File: src/rtl/game_seq_pkg.sv
// game_seq_pkg: state codes, on/off constants and enemy_sel width helper
// shared by game_sequencer and its next-alive search.
package game_seq_pkg;

    localparam logic [3:0] S_INIT          = 4'd0;
    localparam logic [3:0] S_IDLE          = 4'd1;
    localparam logic [3:0] S_GEN_MOVEMENT  = 4'd2;
    localparam logic [3:0] S_CHECK_COLLIDE = 4'd3;
    localparam logic [3:0] S_LINK_ACTION   = 4'd4;
    localparam logic [3:0] S_MOVE_ENEMIES  = 4'd5;
    localparam logic [3:0] S_DRAW_MAP      = 4'd6;
    localparam logic [3:0] S_DRAW_LINK     = 4'd7;
    localparam logic [3:0] S_DRAW_ENEMIES  = 4'd8;
    localparam logic [3:0] S_GAME_OVER     = 4'd9;

    localparam logic ON  = 1'b1;
    localparam logic OFF = 1'b0;

    function automatic int sel_width(input int n);
        return (n <= 1) ? 1 : $clog2(n);
    endfunction

endpackage

File: src/rtl/seq_next_alive.sv
// seq_next_alive: lowest alive slot strictly above from_idx, or the
// lowest alive slot overall when from_start is set.
module seq_next_alive
    import game_seq_pkg::*;
#(
    parameter int N = 4,
    parameter int W = sel_width(N)
) (
    input  logic [N-1:0] alive,
    input  logic [W-1:0] from_idx,
    input  logic         from_start,
    output logic [W-1:0] next_idx,
    output logic         found
);

    // Descending scan: the last hit written is the lowest qualifying index.
    always_comb begin
        next_idx = '0;
        found    = OFF;
        for (int i = N - 1; i >= 0; i--) begin
            if (alive[i] && (from_start || i > int'(from_idx))) begin
                next_idx = i[W-1:0];
                found    = ON;
            end
        end
    end

endmodule

File: src/rtl/game_sequencer.sv
// game_sequencer: per-frame control FSM with enemy draw iteration, pause,
// game-over and frame counter. Define SEQ_WATCHDOG_EN for the stall watchdog.
module game_sequencer
    import game_seq_pkg::*;
#(
    parameter int          N_ENEMY        = 4,
    parameter int          FRAME_W        = 16,
    parameter logic [19:0] TIMEOUT_CYCLES = 20'd800000,
    localparam int         SEL_W          = sel_width(N_ENEMY)
) (
    input  logic               clock,
    input  logic               reset,
    input  logic               idle_done,
    input  logic               pause,
    input  logic               check_collide_done,
    input  logic               link_dead,
    input  logic               restart,
    input  logic               draw_map_done,
    input  logic               draw_link_done,
    input  logic               draw_enemy_done,
    input  logic [N_ENEMY-1:0] enemy_alive,
    output logic [3:0]         states,
    output logic               init,
    output logic               idle,
    output logic               gen_move,
    output logic               check_collide,
    output logic               apply_act_link,
    output logic               move_enemies,
    output logic               draw_map,
    output logic               draw_link,
    output logic               draw_enemies,
    output logic               game_over,
    output logic [SEL_W-1:0]   enemy_sel,
    output logic [FRAME_W-1:0] frame_count,
    output logic               timeout_err
);

    localparam logic [FRAME_W-1:0] FRAME_ONE = FRAME_W'(1);

    logic [3:0]       state;
    logic [3:0]       next_state;
    logic [SEL_W-1:0] nxt_idx;
    logic             nxt_found;
    logic             wd_fire;
    logic             collide_go;
    logic             map_go;
    logic             link_go;
    logic             enemy_go;
    logic             in_link;
    logic             in_enemies;
    logic             sel_load;
    logic             frame_done;

    seq_next_alive #(
        .N (N_ENEMY),
        .W (SEL_W)
    ) u_next (
        .alive      (enemy_alive),
        .from_idx   (enemy_sel),
        .from_start (in_link),
        .next_idx   (nxt_idx),
        .found      (nxt_found)
    );

    // wd_fire is only ever high inside a wait state, so OR-ing it into
    // every done is safe: each done is consulted only in its own state.
    assign collide_go = check_collide_done | wd_fire;
    assign map_go     = draw_map_done | wd_fire;
    assign link_go    = draw_link_done | wd_fire;
    assign enemy_go   = draw_enemy_done | wd_fire;

    assign in_link    = (state == S_DRAW_LINK);
    assign in_enemies = (state == S_DRAW_ENEMIES);

    assign sel_load   = ((in_link && link_go) || (in_enemies && enemy_go))
                        && nxt_found;
    assign frame_done = ((in_link && link_go) || (in_enemies && enemy_go))
                        && !nxt_found;

    always_ff @(posedge clock or negedge reset) begin
        if (!reset) begin
            state <= S_INIT;
        end else begin
            state <= next_state;
        end
    end

    always_comb begin
        next_state = state;
        case (state)
            S_INIT:          next_state = S_DRAW_MAP;
            S_IDLE:
                if (idle_done && !pause) next_state = S_GEN_MOVEMENT;
            S_GEN_MOVEMENT:  next_state = S_CHECK_COLLIDE;
            S_CHECK_COLLIDE:
                if (collide_go) next_state = S_LINK_ACTION;
            S_LINK_ACTION:
                next_state = link_dead ? S_GAME_OVER : S_MOVE_ENEMIES;
            S_MOVE_ENEMIES:  next_state = S_DRAW_MAP;
            S_DRAW_MAP:
                if (map_go) next_state = S_DRAW_LINK;
            S_DRAW_LINK:
                if (link_go) next_state = nxt_found ? S_DRAW_ENEMIES : S_IDLE;
            S_DRAW_ENEMIES:
                if (enemy_go && !nxt_found) next_state = S_IDLE;
            S_GAME_OVER:
                if (restart) next_state = S_INIT;
            default:         next_state = S_IDLE;
        endcase
    end

    always_comb begin
        init           = OFF;
        idle           = OFF;
        gen_move       = OFF;
        check_collide  = OFF;
        apply_act_link = OFF;
        move_enemies   = OFF;
        draw_map       = OFF;
        draw_link      = OFF;
        draw_enemies   = OFF;
        game_over      = OFF;
        case (state)
            S_INIT:          init           = ON;
            S_IDLE:          idle           = ON;
            S_GEN_MOVEMENT:  gen_move       = ON;
            S_CHECK_COLLIDE: check_collide  = ON;
            S_LINK_ACTION:   apply_act_link = ON;
            S_MOVE_ENEMIES:  move_enemies   = ON;
            S_DRAW_MAP:      draw_map       = ON;
            S_DRAW_LINK:     draw_link      = ON;
            S_DRAW_ENEMIES:  draw_enemies   = ON;
            S_GAME_OVER:     game_over      = ON;
            default: ;
        endcase
    end

    assign states = state;

    always_ff @(posedge clock or negedge reset) begin
        if (!reset) begin
            enemy_sel   <= '0;
            frame_count <= '0;
        end else begin
            if (sel_load) enemy_sel <= nxt_idx;
            if (frame_done) frame_count <= frame_count + FRAME_ONE;
        end
    end

`ifdef SEQ_WATCHDOG_EN
    logic [19:0] wd_cnt;
    logic        wd_wait;

    assign wd_wait = (state == S_CHECK_COLLIDE) || (state == S_DRAW_MAP)
                  || in_link || in_enemies;
    assign wd_fire = wd_wait && (wd_cnt == TIMEOUT_CYCLES - 20'd1);

    // Each enemy draw gets a fresh budget, not just each state entry.
    always_ff @(posedge clock or negedge reset) begin
        if (!reset) begin
            wd_cnt      <= '0;
            timeout_err <= OFF;
        end else begin
            if (next_state != state || sel_load) begin
                wd_cnt <= '0;
            end else if (wd_wait) begin
                wd_cnt <= wd_cnt + 20'd1;
            end
            if (wd_fire) timeout_err <= ON;
        end
    end
`else
    assign wd_fire     = OFF;
    assign timeout_err = OFF;
`endif

endmodule

File: config.mk
export PLATFORM = sky130hd
export DESIGN_NAME = game_sequencer
export DESIGN_NICKNAME = d
export VERILOG_FILES = /design/src/rtl/game_seq_pkg.sv /design/src/rtl/seq_next_alive.sv /design/src/rtl/game_sequencer.sv
export SDC_FILE = /design/constraint.sdc
export NUM_CORES = 1
export LEC_CHECK = 0
export ABC_AREA = 1
export CAP_MARGIN = 25
export CORE_UTILIZATION = 50
export CTS_BUF_LIST = sky130_fd_sc_hd__clkbuf_8 sky130_fd_sc_hd__clkbuf_16
export CTS_CLUSTER_DIAMETER = 60
export CTS_CLUSTER_SIZE = 10
export DETAILED_ROUTE_END_ITERATION = 10
export PLACE_DENSITY = 0.87
export SETUP_SLACK_MARGIN = 0.4
export SYNTH_ARGS = -nofsm -noshare
export SYNTH_HDL_FRONTEND = slang
export SYNTH_SLANG_ARGS = --single-unit
File: constraint.sdc
create_clock -name clock -period 3.38 [get_ports clock]
set_input_delay 0.676 -clock clock [delete_from_list [all_inputs] [get_ports clock]]
set_output_delay 0.676 -clock clock [all_outputs]
set_load 0.02 [all_outputs]
# == After elaboration in Yosys (flattened, before gate mapping) ==
# Index checks and enable logic that the tools add are counted.
# classes
addsub,1
n_lt_le_gt_ge,3
eq_ne,15
muxes,27
n_reduce_logical,19
# ops
op,n
4-bit case mux with 9 select lines,1
4-bit 2-to-1 mux,8
"16-bit by 1-bit adder with 16-bit output, second input constant",1
"4-bit by 3-bit equality test with 1-bit output, second input constant",4
1-bit 2-to-1 mux,14
1-bit logical AND,10
"2-bit inequality test, second input constant",5
"4-bit by 2-bit equality test with 1-bit output, second input constant",2
"4-bit equality test, second input constant",2
2-bit 2-to-1 mux,4
6-bit AND reduction,1
"4-bit by 1-bit equality test with 1-bit output, second input constant",1
"2-bit greater-than comparator, first input constant",2
4-bit logical NOT,1
1-bit logical OR,4
"1-bit by 2-bit greater-than comparator with 1-bit output, first input constant",1
1-bit logical NOT,2
"2-bit by 1-bit inequality test with 1-bit output, second input constant",1
2-bit OR reduction,1
# word_totals
register_bits,22
in_bits,14
wordCells,68

# == Depth between registers and ports, before layout ==
# depth
word_depth,11
mapped_depth,13
ltp_nobuf,12

# == Modules after synthesis ==
# A second synthesis with hierarchy kept.
# hier_totals
cells_unflattened,248
area_unflattened_um2,1636.6
# modules_own_cells
module,instances,cells_each,area_per_inst_um2,seq_area_each_um2
game_sequencer,1,232,1556.5,550.5
seq_next_alive,1,16,80.1,0.0

# == Worst setup path after synthesis ==
# No wires, ideal clock.
# synth_timing
path_kind,flip-flop to output port
from,register state[1] (netlist: states[1])
to,output port gen_move
arrival_time_ps,1288
required_time_ps,2704
slack_ps,1416
path_stages_with_launch,3
n_path_buf,0
path_cell_list,dfrtp_1 > inv_1 > nor3_1
# synth_via
elab_chain_cells,2
# synth_rtl
element,line,rtl
"start, declared",game_sequencer.sv:40,logic [3:0] state;
"start signal, assigned",game_sequencer.sv:84,state <= next_state;
4-bit by 2-bit equality test with 1-bit output,game_sequencer.sv:123,case (state)
1-bit 2-to-1 mux,game_sequencer.sv:123,
"end, declared",game_sequencer.sv:25,"output logic gen_move,"
# No other way between the ends.

# == Worst setup path in the final report ==
# layout_timing
from,register state[3] (netlist: states[3])
to,output port gen_move
# The elaborated chain is that of the path after synthesis.

==> results.md <==
- CP cell instances: inv_2 > nand2_1 > nor3_1 > clkdlybuf4s50_1
- CP endpoint kind: output port
- Synthesized area: 1510 um^2
- # rows: 19
- DR vias/cell: 5.12
- Power Dens Cells: 716 nW/um^2
- FF+latch count, synth: 22
- Hold Buf Count CTS: 0
- Post-route cell area: between 2000 and 2500 um^2
- Skew final: around 0.0035 ns
- Slowest stage cell, crit path: clkdlybuf4s50_1
- Commonest non-fill, non-tap cells in the layout: nand2_1, clkdlybuf4s50_1, inv_1
- Initial antenna violation count: 0
- Drt initial violations: 73
- Max_cap viols: 0
- Top-Level Pins: 47
- Status: complete, but fails checks
- Detail Route Antenna Nets: 0
- RSZ-0062 raised after global routing: no
- Area of the die: roughly 3200 um^2
- Setup TNS: 0 ns
- GRT Residual Overflow: 0
- Max stage delay on crit path: between 0.6 and 0.7 ns
- Switching pwr: 657 uW
- Chip height: 56.9 um
- Tmin final: 2.57 ns
- Final WL: 3290 um
- Die X-Extent: between 50 and 60 um
- GRT Util Overall: 0.231
- CTS buffer count: 3
- Sequential-to-total area share from yosys stat: 0.365
- Achievable frequency: 389 MHz
- Avg WL per Cell: roughly 11 um
- Internal power: 794 uW
- First-pass GRT wire length: 5840 um
- H-tree depth: 1
- Largest net degree at the start of global routing: 23
- Clock transition at path regs: 0.07 ns
- Most common cell after layout, fill and taps aside: nand2_1
- Number of I/O port buffers: 45
- Crit Path Class: flop to output port
- Clock Path Buffers: 2
- Critical Path Fanout Max: 6
- GPL Wtd Cong: 0.907
- Via Count: 1501
- Area delta synth->final: 34.2%
- Post-CTS setup buffer count: 0
- Clock share of power: 0.110
- Final setup fails: 0
- CP Launch Type: flop
- Worst skew pair latency: 0.26 ns
- Mean Syn Cell Area: just under 7 um^2
- LEAKAGE: 0.970 nW
- Syn_nets: ~230
- Endpoints failing hold: 0
- Synth Instances: 217
- Pins Over Slew Limit: 0
- Fillcell total: 219
- TritonCTS clock tree: yes
- Post-route DRC: 4
- Placed Area: roughly 2000 um^2
- Ys Warns: 0
- Vias in the first global route: 1369
- Antenna cell count: 0
- Nets: 279
- Post-CTS sizing: 0
- WP data arrival: between 1.5 and 2 ns
- Tcrit/Tclk final: 0.760
- Switch share: 0.453
- HP Class: flop to flop
- Yosys cell types: 30
- Failing checks: design-rule violations
- VDD IR max: around 0.41 mV
- Comb pwr share: 0.587
- Drt first pass iters: 7
- Seq pwr share: 0.303
- Detailed placement HPWL: approximately 2600 um
- Root cell of the clock tree: clkbuf_8
- Worst path required time: ~2.7 ns
- Clock sink count: 22
- Core area: 2810 um^2
- R2R Setup Slk: 1.60 ns
- Starting Density: 0.538
- Layout cell share with drive strength beyond 1: 0.0840
## critical path, delay by kind of cell (launching register included)
family,cells,cell delay (ns)
buf+inv,2,0.78
flops,1,0.46
simple gates,2,0.40
## per-layer routing
layer  share of wire  GRT usage
met3           0.048     0.0476
met2            0.47      0.382
met5               0          0
met1            0.47      0.307
met4           0.013     0.0732
## registers in the layout, summed over array words and instances (netlist names)
register / count
enemy_sel: 2
frame_count: 16
states: 4
## power by group through the flow
stage	clock network (mW)	logic [mW]	registers, mW
final	0.159	0.852	0.440
after global routing	0.174	0.946	0.454
after CTS	0.162	0.854	0.439
after detailed placement	0	0.851	0.444
after global placement	0	0.840	0.439
after floorplan	0	0.470	0.515
## Yosys cell counts, drive strengths merged
cell	n	share of area
nand2	73	0.20
inv	31	0.079
dfrtp	22	0.36
nor2	21	0.059
nand3	20	0.066
o21ai	14	0.049
nor3	11	0.043
xnor2	6	0.040
buf	4	0.027
a21oi	3	0.012
nand4	3	0.012
xor2	3	0.017
a211oi	1	0.0050
conb	1	0.0025
ha	1	0.0083
nand3b	1	0.0050
o22ai	1	0.0083
or2	1	0.0041
## through the flow
stage	total power [mW]	hold slack, ns	std cells	worst slack, ns	utilization
floorplan	0.986	0.380	217	1.42	-
global placement	1.28	0.519	289	1.13	0.698
detailed placement	1.30	0.527	289	1.13	0.698
CTS	1.46	0.547	292	0.822	0.712
global route	1.57	0.583	293	0.699	0.722
finish	1.45	0.536	293	0.811	0.722
## final cells by class
cell class / instances / area (um^2) / share of cell area
Clock buffer: 3 / 41.3 / 0.0204
Inverter: 31 / 119 / 0.0587
Multi-Input combinational cell: 160 / 798 / 0.394
Sequential cell: 22 / 551 / 0.272
Tap cell: 31 / 38.8 / 0.0191
Timing Repair Buffer: 46 / 478 / 0.236
## worst paths after layout
path	start	end	cells after the start
setup / recovery	states[3]	gen_move	4
max in group asynchronous	reset	frame_count[8]	2
hold / removal	enemy_sel[0]	enemy_sel[0]	2
min in group asynchronous	reset	frame_count[14]	1
hold reg to reg	enemy_sel[0]	enemy_sel[0]	2
setup reg to reg	states[0]	frame_count[7]	11
## cells by family after synthesis
group / after synthesis / synth area share
AO/OA/AOI/OAI: 19 / 0.0746
XOR/XNOR: 9 / 0.0572
adder cells (fa/ha/maj): 1 / 0.00829
buffers and inverters: 35 / 0.106
flip-flops: 22 / 0.365
other: 1 / 0.00249
AND/OR/NAND/NOR: 130 / 0.386
(Power assumes the default switching activity.)
